--- src/rtl/noc_pkg.sv ---
// Shared router definitions: default sizes, port indices and the flit type.
package noc_pkg;

   localparam int unsigned NPORTS_DEF     = 5;
   localparam int unsigned DATA_WIDTH_DEF = 32;
   localparam int unsigned DEPTH_DEF      = 4;

   typedef enum logic [2:0] {
      NORTH = 3'd0,
      SOUTH = 3'd1,
      EAST  = 3'd2,
      WEST  = 3'd3,
      LOCAL = 3'd4
   } port_e;

   typedef logic [DATA_WIDTH_DEF-1:0] flit_t;

   // Occupancy counter width: must hold the value DEPTH itself.
   function automatic int unsigned cnt_width(input int unsigned depth);
      return $clog2(depth) + 1;
   endfunction

endpackage

--- src/rtl/fifo_buffer.sv ---
// Single first-word-fall-through FIFO for one router input port.
module fifo_buffer
   import noc_pkg::*;
#(
   parameter int unsigned DATA_WIDTH = DATA_WIDTH_DEF,
   parameter int unsigned DEPTH      = DEPTH_DEF
) (
   input  logic                      clk,
   input  logic                      rst,
   input  logic                      wr_en,
   input  logic [DATA_WIDTH-1:0]     din,
   input  logic                      rd_en,
   output logic [DATA_WIDTH-1:0]     dout,
   output logic                      empty,
   output logic                      full,
   output logic [$clog2(DEPTH):0]    count
);

   localparam int unsigned PtrW = $clog2(DEPTH);
   localparam int unsigned CntW = PtrW + 1;

   logic [DATA_WIDTH-1:0] mem_q [DEPTH];
   logic [PtrW-1:0]       wr_ptr_q, wr_ptr_d;
   logic [PtrW-1:0]       rd_ptr_q, rd_ptr_d;
   logic [CntW-1:0]       count_q, count_d;
   logic                  wr_accept;
   logic                  rd_accept;

   // Accept decisions and next-state for pointers and occupancy.
   always_comb begin
      wr_accept = wr_en && !full;
      rd_accept = rd_en && !empty;
      wr_ptr_d  = wr_ptr_q;
      rd_ptr_d  = rd_ptr_q;
      count_d   = count_q;
      if (wr_accept) wr_ptr_d = wr_ptr_q + 1'b1;
      if (rd_accept) rd_ptr_d = rd_ptr_q + 1'b1;
      unique case ({wr_accept, rd_accept})
         2'b10:   count_d = count_q + 1'b1;
         2'b01:   count_d = count_q - 1'b1;
         default: count_d = count_q;
      endcase
   end

   // Pointer and occupancy registers with synchronous reset.
   always_ff @(posedge clk) begin
      if (rst) begin
         wr_ptr_q <= '0;
         rd_ptr_q <= '0;
         count_q  <= '0;
      end else begin
         wr_ptr_q <= wr_ptr_d;
         rd_ptr_q <= rd_ptr_d;
         count_q  <= count_d;
      end
   end

   // Storage array; contents are don't-care after reset, so no reset here.
   always_ff @(posedge clk) begin
      if (!rst && wr_accept) mem_q[wr_ptr_q] <= din;
   end

   // Status flags and head flit, all from registered state.
   always_comb begin
      empty = (count_q == '0);
      full  = (count_q == CntW'(DEPTH));
      count = count_q;
      dout  = empty ? '0 : mem_q[rd_ptr_q];
   end

endmodule

--- src/rtl/input_buffers.sv ---
// Input-buffer stage of a mesh router: one independent FIFO per input port.
module input_buffers
   import noc_pkg::*;
#(
   parameter int unsigned NPORTS     = NPORTS_DEF,
   parameter int unsigned DATA_WIDTH = DATA_WIDTH_DEF,
   parameter int unsigned DEPTH      = DEPTH_DEF
) (
   input  logic                                 clk,
   input  logic                                 rst,
   input  logic [NPORTS-1:0]                    wr_en,
   input  logic [NPORTS*DATA_WIDTH-1:0]         data_in,
   input  logic [NPORTS-1:0]                    rd_en,
   output logic [NPORTS*DATA_WIDTH-1:0]         data_out,
   output logic [NPORTS-1:0]                    empty,
   output logic [NPORTS-1:0]                    full,
   output logic [NPORTS*($clog2(DEPTH)+1)-1:0]  count
);

   localparam int unsigned CntW = $clog2(DEPTH) + 1;

   // One FIFO per port; the top only slices the packed buses.
   for (genvar p = 0; p < NPORTS; p++) begin : g_port
      fifo_buffer #(
         .DATA_WIDTH (DATA_WIDTH),
         .DEPTH      (DEPTH)
      ) u_fifo (
         .clk   (clk),
         .rst   (rst),
         .wr_en (wr_en[p]),
         .din   (data_in[p*DATA_WIDTH +: DATA_WIDTH]),
         .rd_en (rd_en[p]),
         .dout  (data_out[p*DATA_WIDTH +: DATA_WIDTH]),
         .empty (empty[p]),
         .full  (full[p]),
         .count (count[p*CntW +: CntW])
      );
   end

endmodule

--- config.mk ---
export PLATFORM = sky130hd
export DESIGN_NAME = input_buffers
export DESIGN_NICKNAME = d
export VERILOG_FILES = /design/src/rtl/noc_pkg.sv /design/src/rtl/fifo_buffer.sv /design/src/rtl/input_buffers.sv
export SDC_FILE = /design/constraint.sdc
export NUM_CORES = 1
export LEC_CHECK = 0
export ABC_AREA = 1
export ABC_CLOCK_PERIOD_IN_PS = 6800
export BUFFER_PORTS_ARGS = -buffer_cell sky130_fd_sc_hd__buf_2
export CORE_UTILIZATION = 35
export CTS_CLUSTER_DIAMETER = 80
export CTS_CLUSTER_SIZE = 24
export DETAILED_ROUTE_END_ITERATION = 8
export GPL_TIMING_DRIVEN = 0
export HOLD_SLACK_MARGIN = 0.02
export PLACE_DENSITY = 0.64
export RECOVER_POWER = 100
export SYNTH_ARGS = -nofsm -noshare
export SYNTH_HDL_FRONTEND = slang
export SYNTH_SLANG_ARGS = --single-unit
--- constraint.sdc ---
create_clock -name clk -period 6.8 [get_ports clk]
set_clock_uncertainty 0.1 [all_clocks]
set_input_delay 1.02 -clock clk [delete_from_list [all_inputs] [get_ports clk]]
set_output_delay 1.02 -clock clk [all_outputs]
set_load 0.01 [all_outputs]
After elaboration in Yosys (flattened, before gate mapping)
Memories as Yosys holds them, arrays and structs flattened. A register that Yosys moved wholly into a read port is not among the register bits.
Cells that the tools add are included.
Widths: inputs -> output; s select.
- add/sub/neg operators: 20
- equality and inequality tests: 15
- multiplexer cells: 30
- reduce and logical (&&, ||, !) cells: 36
- operators by type and width (cell ; count):
    $mux 32 ; 5
    $pmux 3 s2 ; 5
    $add 2x1->2 const B ; 10
    $mux 2 ; 10
    $add 3x1->3 const B ; 5
    $eq 3x3->1 const B ; 5
    $logic_and 1x1->1 ; 15
    $logic_not 3->1 ; 5
    $sub 3x1->3 const B ; 5
    $logic_not 1->1 ; 11
    $eq 2x1->1 const B ; 5
    $eq 2x2->1 const B ; 5
    $mux 1 ; 10
    $reduce_bool 2->1 ; 5
- register bits: 35
- memory bits (writable): 640
- input bits: 172
- output and inout port bits: 185
- word-level logic and storage cells: 121
- memories kept: 5
- memory list (memory ; depth ; width ; rd ports ; clocked after memory_dff ; write ports ; line ; text):
    g_port[0].u_fifo.mem_q ; 4 ; 32 ; 1 ; 1 ; 1 ; fifo_buffer.sv:22 ; logic [DATA_WIDTH-1:0] mem_q [DEPTH];
    g_port[1].u_fifo.mem_q ; 4 ; 32 ; 1 ; 1 ; 1 ; fifo_buffer.sv:22 ;
    g_port[2].u_fifo.mem_q ; 4 ; 32 ; 1 ; 1 ; 1 ; fifo_buffer.sv:22 ;
    g_port[3].u_fifo.mem_q ; 4 ; 32 ; 1 ; 1 ; 1 ; fifo_buffer.sv:22 ;
    g_port[4].u_fifo.mem_q ; 4 ; 32 ; 1 ; 1 ; 1 ; fifo_buffer.sv:22 ;

Logic depth before layout (Yosys ltp)
Gate-level depths: netlist of the first run.
- depth in word-level cells: 6
- mapped depth: 14
- mapped depth without buffers: 14

By module
From an unflattened synthesis of the first run, not the netlist that was laid out.
- cells, all modules: 2260
- area, all modules: 27592.7 µm²
- by module, submodules not included (module ; instances ; cells an instance ; area each (µm²) ; sequential area each (µm²)):
    fifo_buffer at g_port[0].u_fifo ... ; 4 ; 452 ; 5531.6 ; 4023.9
    fifo_buffer at g_port[1].u_fifo ; 1 ; 452 ; 5466.5 ; 4023.9

Worst setup path after synthesis of the first run
No wires, ideal clock.
- path kind: input port to flip-flop
- from: input wr_en[0]
- to: memory g_port[0].u_fifo.mem_q[0][0] (netlist bit), enable pin
- library setup time: 0.421 ns
- arrival time: 2.629 ns
- required time: 6.279 ns
- setup slack: 3.650 ns
- cell stages on the path: 4
- path buffers: 0
- path through: inv_1 > nor2_1 > nand2_1 > nor2_1
- word-level cells in the longest chain between the ends: 4
- RTL lines (element ; line ; text):
    start, declared ; input_buffers.sv:11 ; input logic [NPORTS-1:0] wr_en,
    $logic_and 1x1->1 ; fifo_buffer.sv:31 ; wr_accept = wr_en && !full;
    $logic_and 1x1->1 ; fifo_buffer.sv:60 ; if (!rst && wr_accept) mem_q[wr_ptr_q] <= din;
    $mux 1 ; fifo_buffer.sv:60 ;
    $mux 1 (not written as such) ; fifo_buffer.sv:60 ;
    end, declared ; fifo_buffer.sv:22 ;
No other way between the ends.

Final worst setup path of the first run
- from: input rst
- to: memory g_port[0].u_fifo.mem_q[1][22] (netlist bit), enable pin
- word-level cells in the longest chain between the ends: 4
- RTL lines (element ; line ; text):
    start, declared ; input_buffers.sv:10 ; input logic rst,
    $logic_not 1->1 ; fifo_buffer.sv:60 ;
    $logic_and 1x1->1 ; fifo_buffer.sv:60 ;
    $mux 1 ; fifo_buffer.sv:60 ;
    $mux 1 (not written as such) ; fifo_buffer.sv:60 ;
No other way between the ends.

==> results of run 1 <==
flip-flops by register name (all words and copies together) (netlist names), named ones only:
name                    flops
g_port.u_fifo.count        15
g_port.u_fifo.mem_q       640
g_port.u_fifo.rd_ptr_q     10
g_port.u_fifo.wr_ptr_q     10
cells in the final DEF (no fill, tap or decap), drive strengths merged, types with 2 or more instances in the layout:
cell type / Yosys / final
nor2: 705 / 705
edfxtp: 640 / 640
clkbuf: 40 / 406
o21ai: 330 / 330
a21oi: 185 / 185
buf: 88 / 154
inv: 101 / 106
nand2: 75 / 75
dfxtp: 45 / 45
ha: 25 / 25
nand3: 20 / 20
clkinv: 5 / 9
diode: 0 / 5
nand3b: 5 / 5
fa: 5 / 5
bufinv: 0 / 2
cell families after synthesis:
logic type	Yosys count
AOI/OAI and AO/OA	515
DFF	685
and+or+nand+nor	805
adders and majority gates	30
buffers and inverters	234
metrics by stage:
stage | power (mW) | utilization, % | worst slack (ps) | std cells
2_1_floorplan | 7.36 | - | 3650 | 2269
3_3_place_gp | 9.01 | 39.3 | 1650 | 3665
3_5_place_dp | 9.09 | 40.1 | 3370 | 3685
4_1_cts | 11.7 | 41.8 | 3330 | 3753
5_1_grt | 12.1 | 40.7 | 2150 | 3756
6_report | 11.4 | 40.7 | 2530 | 3758
worst max-delay path, stage by stage:
cell and delay (ps):
clkbuf_1 320, clkinv_1 430, nand2_1 180, nor2_1 1490, clkbuf_1 880
area by class of cell:
type / count / area, µm² / area share [%]
flip-flops and latches: 685 / 20100 / 63.8
plain buffers: 128 / 800 / 2.54
multi-input cells: 1350 / 6060 / 19.2
well taps: 1040 / 1300 / 4.13
inverters: 106 / 398 / 1.26
clock buffers: 56 / 1110 / 3.53
repair buffers: 376 / 1510 / 4.79
clock inverters: 12 / 206 / 0.655
diodes: 5 / 12.5 / 0.0397
cell usage after synthesis, drive strengths merged:
cell and n:
a21oi 185, buf 88, clkbuf 40, clkinv 5, dfxtp 45, edfxtp 640
fa 5, ha 25, inv 101, nand2 75, nand3 20, nand3b 5
nor2 705, o21ai 330
routing by layer:
| metal | vias up | global-route usage, % |
|---|---|---|
| li1 | 8689 | - |
| met1 | 8580 | 21.5 |
| met2 | 518 | 27.4 |
| met3 | 87 | 3.34 |
| met4 | 6 | 5.00 |
| met5 | - | 0 |
final timing paths:
path / startpoint / end / cells after the start
worst min-delay path: g_port[1].u_fifo.rd_ptr_q[1]$_SDFFE_PP0N_ / g_port[1].u_fifo.rd_ptr_q[1]$_SDFFE_PP0N_ / 2
worst max-delay path: rst / g_port[0].u_fifo.mem_q[1][22]$_DFFE_PP_ / 5
worst min register to register: g_port[1].u_fifo.rd_ptr_q[1]$_SDFFE_PP0N_ / g_port[1].u_fifo.rd_ptr_q[1]$_SDFFE_PP0N_ / 2
worst max register to register: g_port[0].u_fifo.count[1]$_SDFFE_PP0P_ / g_port[0].u_fifo.mem_q[1][22]$_DFFE_PP_ / 7
power by group through the flow:
stage                     clock network, mW  registers [mW]  logic, mW
after floorplan                           0            5.08       2.27
after global placement                    0            5.09       3.93
after detailed placement                  0            5.08       4.02
after CTS                              2.72            4.98       4.03
after global routing                   2.85            5.02       4.19
final                                  2.65            4.99       3.80
==> flow_summary.toml, run 1 <==
[clock_tree]
post_cts.repair.setup_buffers = 0
clockRootBuffer = "clkbuf_16"
clkTransAtPathRegs_ps = 90
hold_buffers = 0
htree_levels = 2
cts_tree = "yes"
cts.repair.resized = 0
cts_made_buffers = 39
clock_path_buffers = 3
insertion_delay_ps = 570
cts.sinks = 685

[setup_path]
rrSetupSlack_ps = 2990
worstPathRequired_ps = 6890
cp-start-kind = "input pin"
worstPathArrival_ps = 4360
crit_path_end_kind = "flip-flop"
cp_max_fo = 18
crit_type = "in2reg"

[synthesis]
yosysSeqAreaShare_pct = 73.4
synth_mux_area_share_pct = 0
synth_top_family_by_area = "simple AND/OR/NAND/NOR gates"
synth_adder_area_share_pct = 1.51
synth_compound_area_share_pct = 9.41
ys_top_cells_by_area = "edfxtp_1 70%, nor2_1 9.7%, o21ai_1 3.7%, a21oi_1 3.4%, dfxtp_1 3.3%"
synthCells = 2269
synth_xor_area_share_pct = 0
synthSimpleGateAreaFrac_pct = 11.2
syn_avg_cell_area_um2 = 12.1
synth_cell_types = 20
yosysTopAreaCellShare_pct = 70.2
syn_nets = 2471
yosys_warnings = 0
synth.cell_area_mm2 = 0.0274
yosysTopAreaCell = "edfxtp_1"
ys_ff_latch = 685

[place]
gp_congestion = 0.789
dp_hpwl_mm = 45.1
placed_cell_area_mm2 = 0.0311
portBuffers = 356

[sta]
hold_ws_ps = 405
timing.setup.tns_ps = 0
tightest_slew_ps = 1980
rsz0062_at_grt = "no"
slew_viol_final = 365
max_freq_ghz = 0.234
slew_headroom_pct = -32.6
period_share_pct = 62.8
setup_viol = 0
period_needed_ps = 4270
hold_viol = 0

[power]
swShare_pct = 36.0
power.density_mw_per_mm2 = 363
seq_power_share_pct = 43.6
p_switching_mw = 4.11
vdd_drop_max_mv = 0.253
combPwrFrac_pct = 33.2
p_clk_share_pct = 23.2
power_leakage_nw = 10.8
intPower_mw = 7.32

[layout]
areaGrowthSynthToFinish_pct = 15.1
nets = 2888
drive_gt1_share_pct = 7.74
design_area_mm2 = 0.0315
fillers = 7409

[detailed_routing]
vias = 17900
wl_met1_mm = 28.8
drc = 0
wirelength_mm = 67.9
via_per_inst = 4.76
wl_met3_mm = 4.37
maxUsedRoutingLayer = "met5"
antenna_left = 0
wl_per_cell_um = 18.1
drt_pass1_iterations = 6
route.met2.wl_mm = 33.1
drtIter0Drc = 1336

[run_status]
violations = "max-capacitance violations, max-slew violations"
outcome = "finished, violations left"

[grt]
grt_pass1_vias = 16700
grt_pass1_wl_mm = 98.8
antenna_found_initial = 8
track_usage_pct = 16.4
grt_start_max_net_pins = 29
grt_remaining_overflow = 0

[floorplanning]
core_mm2 = 0.0775
dieHeight_um = 282
dieArea_mm2 = 0.0794
initial_core_util_pct = 35.4
io_pins = 357
die_w_um = 282
rows = 102

[worst_hold_path]
hp-class = "reg2reg"

[job]
max_cap_violations = 15
(Power assumes the default switching activity.)
==> inputs of run 2 (changes only) <==
ABC_AREA = 0   (was 1)
ABC_CLOCK_PERIOD_IN_PS = 4100   (was 6800)
clock period = 4.1 ns   (was 6.8 ns; I/O delays follow)
==> run 2 against run 1 <==
  * The flow still finishes with violations (max-capacitance violations, max-slew violations)
  * Highest routed layer unchanged
  * Total power rose by 56%
  * Hold slack got worse by 220 ps
  * Count of clock-buffer cells in the layout stayed put
  * Final cell count fell by 27%
  * Sequential share of layout area rose by 1.2 points
  * Sequential power up 66%
==> flow_summary.toml, run 2 <==
[layout]
regMostFlops = "g_port.u_fifo.mem_q"
areaGrowthSynthToFinish_pct = 15.9
fin_util_pct = 41.3
fillers = 6800
final_common_cell = "edfxtp_1"
largest_reg_flops = 640
drive_gt1_share_pct = 17.1
final_cell_mix = "640 x edfxtp_1, 417 x clkbuf_1, 160 x mux4_2"
final_cells = 2750
design_area_mm2 = 0.0309
nets = 1952

[power]
power_leakage_nw = 9.54
power.density_mw_per_mm2 = 577
vdd_drop_max_mv = 0.362

[grt]
grt_pass1_wl_mm = 87.1
grt_pass1_vias = 14300
grt_remaining_overflow = 0
grt_start_max_net_pins = 26
antenna_found_initial = 8
track_usage_pct = 14.9

[synthesis]
yosys_warnings = 0
ys_top_cells_by_area = "edfxtp_1 72%, mux4_2 13%, nor2b_1 3.7%, dfxtp_1 3.4%, ha_1 1.2%"
synth_cell_types = 25
yosysTopAreaCell = "edfxtp_1"
yosys-top-cells-count = "640 x edfxtp_1, 160 x mux4_2, 158 x nor2b_1"
yosysTopAreaCellShare_pct = 72.0
ys_ff_latch = 685
postSynth.asyncResetShare_pct = 0
synth_edf_count = 640
synthCells = 1292
syn_avg_cell_area_um2 = 20.7
syn_nets = 1494
yosysSeqAreaShare_pct = 75.3
synth.cell_area_mm2 = 0.0267
synthFlopType = "edfxtp_1"
synth.most_common_cell = "edfxtp_1"

[sta]
setup_viol = 0
tightest_slew_ps = 1750
slew_headroom_pct = -17.2
max_freq_ghz = 0.275
period_needed_ps = 3640
rsz0062_at_grt = "no"
hold_ws_ps = 185
slew_viol_final = 61
hold_viol = 0
timing.setup.tns_ps = 0
period_share_pct = 88.8

[clock_tree]
cts.repair.resized = 0
htree_levels = 2
cts.sinks = 685
hold_buffers = 0
clockRootBuffer = "clkbuf_16"
clkTransAtPathRegs_ps = 90
post_cts.repair.setup_buffers = 0
cts_tree = "yes"
clock_path_buffers = 3
insertion_delay_ps = 580
cts_made_buffers = 40

[worst_hold_path]
hp-class = "in2reg"
min_from = "data_in[132]"

[setup_path]
max_stage_delay_ps = 1080
cp_max_fo = 10
worstPathArrival_ps = 3750
crit_type = "reg2reg"
critPathMostFrequentCell = "clkbuf_1"
slowest_stage = "nor3b_1"
startpoint = "g_port[1].u_fifo.count[0]$_SDFFE_PP0P_"
crit_path_end_kind = "flip-flop"
critPathBufInv = 3
cpLargestDelayFamily = "simple AND/OR/NAND/NOR gates"
rr_startpoint = "g_port[1].u_fifo.count[0]$_SDFFE_PP0P_"
crit_chain = "nor3b_1, nand2b_1, clkbuf_1, nor3b_1, clkbuf_1, clkbuf_1"
worstPathRequired_ps = 4210
cp-start-kind = "flip-flop"

[floorplanning]
initial_core_util_pct = 35.6
io_pins = 357
dieHeight_um = 278
dieArea_mm2 = 0.0774
rows = 100
die_w_um = 278
core_mm2 = 0.0749

[place]
gp_congestion = 0.732
dp_hpwl_mm = 42.0
dpl.cell_count = 2677
portBuffers = 355
placed_cell_area_mm2 = 0.0305

[detailed_routing]
wirelength_mm = 57.7
wl_per_cell_um = 21.0
drc = 0
via_per_inst = 4.86
antenna_left = 0
drt_pass1_iterations = 5
drtIter0Drc = 1020
vias = 13400

[run_status]
outcome = "finished, violations left"
violations = "max-capacitance violations, max-slew violations"

[job]
max_cap_violations = 6
==> run 2: layer usage <==
| metal | track usage, % | vias to the layer above | part of all wire (%) |
|---|---|---|---|
| met1 | 18.7 | 6978 | 41 |
| met2 | 25.9 | 312 | 51 |
| met5 | 0 | - | 0.18 |
| li1 | - | 5987 | - |
| met4 | 3.26 | 16 | 1.7 |
| met3 | 3.81 | 77 | 6.1 |
==> run 2: worst paths after layout <==
kind | end | slack (ps) | depth (start not counted)
worst max-delay path | g_port[1].u_fifo.mem_q[0][20]$_DFFE_PP_ | 460 | 6
worst min-delay path | g_port[4].u_fifo.mem_q[2][4]$_DFFE_PP_ | 190 | 1
worst max register to register | g_port[1].u_fifo.mem_q[0][20]$_DFFE_PP_ | 460 | 6
worst min register to register | flip-flop | 390 | 2
==> run 2: power by group <==
| group | internal (mW) | switching (mW) | total (mW) | leakage, nW |
|---|---|---|---|---|
| combinational | 2.32 | 2.94 | 5.26 | 2.73 |
| sequential | 8.08 | 0.196 | 8.28 | 6.18 |
| clock | 1.96 | 2.33 | 4.30 | 0.621 |
==> run 2: cell families (layout without fill, tap and decap cells) <==
family / Yosys count / in the layout / synth area share [%]
buffers and inverters: 107 / 594 / 2.36
AND/OR/NAND/NOR: 250 / 250 / 5.77
adder cells (fa/ha/maj): 30 / 30 / 1.55
flip-flops: 685 / 685 / 75.3
other: 0 / 2 / 0
AO/OA/AOI/OAI: 40 / 40 / 0.797
multiplexers: 165 / 165 / 13.7
XOR/XNOR: 15 / 15 / 0.492
==> run 2: layout make-up <==
class	instances	area, µm²	area share [%]
inverter	35	131	0.425
tap	969	1210	3.92
timing repair buffer	416	1770	5.72
buffer	72	470	1.52
sequential	685	20100	65.0
clock buffer	56	1080	3.50
multi-input combinational	500	5940	19.2
antenna	2	5.00	0.0162
clock inverter	15	206	0.667
==> run 2: stage by stage <==
step,worst slack [ps],power (mW)
3_3_place_gp,-2660,14.0
2_1_floorplan,112,12.0
5_1_grt,268,18.8
6_report,460,17.8
3_5_place_dp,696,14.1
4_1_cts,583,18.5
==> run 2: worst reg2reg max path, stage by stage, from the launching register on <==
cell,delay (ps)
dfxtp_1,490
nor3b_1,140
nand2b_1,160
clkbuf_1,180
nor3b_1,1080
clkbuf_1,580
clkbuf_1,540
==> inputs of run 3 (changes only) <==
ABC_CLOCK_PERIOD_IN_PS = 4210   (was 4100)
CORE_UTILIZATION = 62   (was 35)
PLACE_DENSITY = 0.95   (was 0.64)
clock period = 4.21 ns   (was 4.1 ns; I/O delays follow)
==> run 3 against run 2 <==
  * The run still ends with max-capacitance violations, max-slew violations left
  * Via count is 4.1% higher
  * Flip-flop and latch count unchanged
  * Sequential share of layout area is 1.9 points higher
  * Total power down 5.2%
  * First-iteration DRC count grew 28%
  * Clock power down 14%
  * Count of clock-buffer cells in the layout is 8 lower
  * Combinational power fell by 2%
  * Wire length up 0.18%
  * Setup slack improved by 340 ps
  * Sequential power decreased by 2%
  * Largest cell class unchanged
  * Largest power group unchanged
==> flow_summary.toml, run 3 (same netlist as run 2, synthesis figures left out) <==
[run_status]
outcome = "finished, violations left"
violations = "max-capacitance violations, max-slew violations"

[layout]
drive_gt1_share_pct = 16.0
nets = 1947
areaGrowthSynthToFinish_pct = 12.5
multiInputGateArea_mm2 = 0.00593
final_cells = 2303
regMostFlops = "g_port.u_fifo.mem_q"
largest_reg_flops = 640
final-seq-area_mm2 = 0.0201
final_common_cell = "edfxtp_1"
final_cell_mix = "640 x edfxtp_1, 418 x clkbuf_1, 160 x mux4_2"
fillers = 2618

[clock_tree]
insertion_delay_ps = 560
htree_levels = 2
cts_made_buffers = 36
cts.sinks = 685
cts.repair.resized = 0
clock_path_buffers = 3
hold_buffers = 0
cts_tree = "yes"
post_cts.repair.setup_buffers = 0
clkTransAtPathRegs_ps = 90
clockRootBuffer = "clkbuf_16"

[sta]
period_share_pct = 80.9
slew_viol_final = 11
period_needed_ps = 3410
slew_headroom_pct = -6.52
tightest_slew_ps = 1590
rsz0062_at_grt = "no"
max_freq_ghz = 0.294
setup_viol = 0
timing.setup.tns_ps = 0
hold_viol = 0

[floorplanning]
core_mm2 = 0.0422
rows = 75
initial_core_util_pct = 63.2
die_w_um = 210
io_pins = 357
dieHeight_um = 210
dieArea_mm2 = 0.0439

[detailed_routing]
wl_per_cell_um = 25.1
via_per_inst = 6.05
vias = 13900
drt_pass1_iterations = 5
antenna_left = 0
drc = 0
wirelength_mm = 57.8
drtIter0Drc = 1307

[setup_path]
critPathMostFrequentCell = "clkbuf_1"
max_stage_delay_ps = 910
rr_startpoint = "g_port[4].u_fifo.count[1]$_SDFFE_PP0P_"
cp-start-kind = "flip-flop"
crit_path_end_kind = "output pin"
rrSetupSlack_ps = 810
crit_type = "reg2out"
slowest_stage = "nor3_1"
critPathBufInv = 2
cpLargestDelayFamily = "simple AND/OR/NAND/NOR gates"
ff2ff_path_depth = 6
worstPathRequired_ps = 3480
worstPathArrival_ps = 2670
r2r-end = "g_port[4].u_fifo.mem_q[0][1]$_DFFE_PP_"
crit_chain = "nor3_1, clkbuf_1, nor2b_1, clkbuf_1"
cp_max_fo = 10

[grt]
antenna_found_initial = 4
grt_pass1_vias = 14700
grt_start_max_net_pins = 26
track_usage_pct = 26.6
grt_pass1_wl_mm = 86.1
grt_remaining_overflow = 0

[power]
vdd_drop_max_mv = 0.433
power.density_mw_per_mm2 = 563
power_leakage_nw = 9.36

[place]
gp_congestion = 0.785
dpl.cell_count = 2246
dp_hpwl_mm = 41.2
portBuffers = 355

[worst_hold_path]
hold_end = "g_port[3].u_fifo.mem_q[2][2]$_DFFE_PP_"
min_from = "data_in[98]"
hp-class = "in2reg"
whs_path_depth = 1

[job]
max_cap_violations = 3
[run 3: changes by cell type in the layout (fill, tap and decap cells not counted), sizes merged]
cell      before  now
clkbuf       463  459
buf           81   76
clkinv         4    3
inv           46   37
diode          2    3
clkinvlp       0    1
[run 3: layer usage]
layer  vias up  GRT usage [%]  part of all wire, %
li1       5975              -                    -
met1      7203           32.2                   36
met2       618           47.4                   53
met3       122           5.58                  7.2
met4         4           9.67                  3.5
met5         -              0                0.057
[run 3: area by class of cell]
type / count / area share (%)
Sequential cell: 685 / 67.0
Tap cell: 539 / 2.25
Inverter: 35 / 0.437
Buffer: 72 / 1.55
Multi-Input combinational cell: 500 / 19.7
Clock buffer: 48 / 3.22
Timing Repair Buffer: 415 / 5.57
Antenna cell: 3 / 0.0250
Clock inverter: 6 / 0.242
[run 3: stage by stage]
stage          setup slack (ps)  area, µm²  utilization (%)  hold slack, ps  power, mW
5_1_grt                     511      30000             71.1             210       17.6
2_1_floorplan               205      26700                -             359       11.7
6_report                    804      30000             71.1             215       16.9
3_5_place_dp               1140      30000             71.0             391       13.7
4_1_cts                    1080      31000             73.4             140       17.3
3_3_place_gp              -1880      29200             69.0             370       13.4
[run 3: how the worst max path moves through the flow]
stage | from | to | depth (start not counted)
finish | g_port[4].u_fifo.count[0]$_SDFFE_PP0P_ | data_out[151] | 4
floorplan | rst | g_port[0].u_fifo.mem_q[2][0]$_DFFE_PP_ | 3
CTS | g_port[4].u_fifo.count[0]$_SDFFE_PP0P_ | data_out[151] | 4
detailed placement | rst | g_port[1].u_fifo.mem_q[1][24]$_DFFE_PP_ | 5
global route | g_port[4].u_fifo.count[1]$_SDFFE_PP0P_ | g_port[4].u_fifo.mem_q[0][17]$_DFFE_PP_ | 6
global placement | rst | g_port[2].u_fifo.mem_q[0][18]$_DFFE_PP_ | 3
[run 3: worst reg2reg max path, stage by stage (launching register included)]
cell	delay, ps
dfxtp_1	450
nor3b_1	140
nand2b_1	170
clkbuf_1	180
nor3b_1	1160
clkbuf_1	640
buf_6	270
[run 3: where the power goes]
part / leakage [nW] / switching [mW] / internal [mW] / total (mW)
clock network: 0.499 / 2.03 / 1.66 / 3.68
logic: 2.69 / 2.90 / 2.25 / 5.14
registers: 6.18 / 0.211 / 7.88 / 8.09
total: 9.36 / 5.14 / 11.8 / 16.9
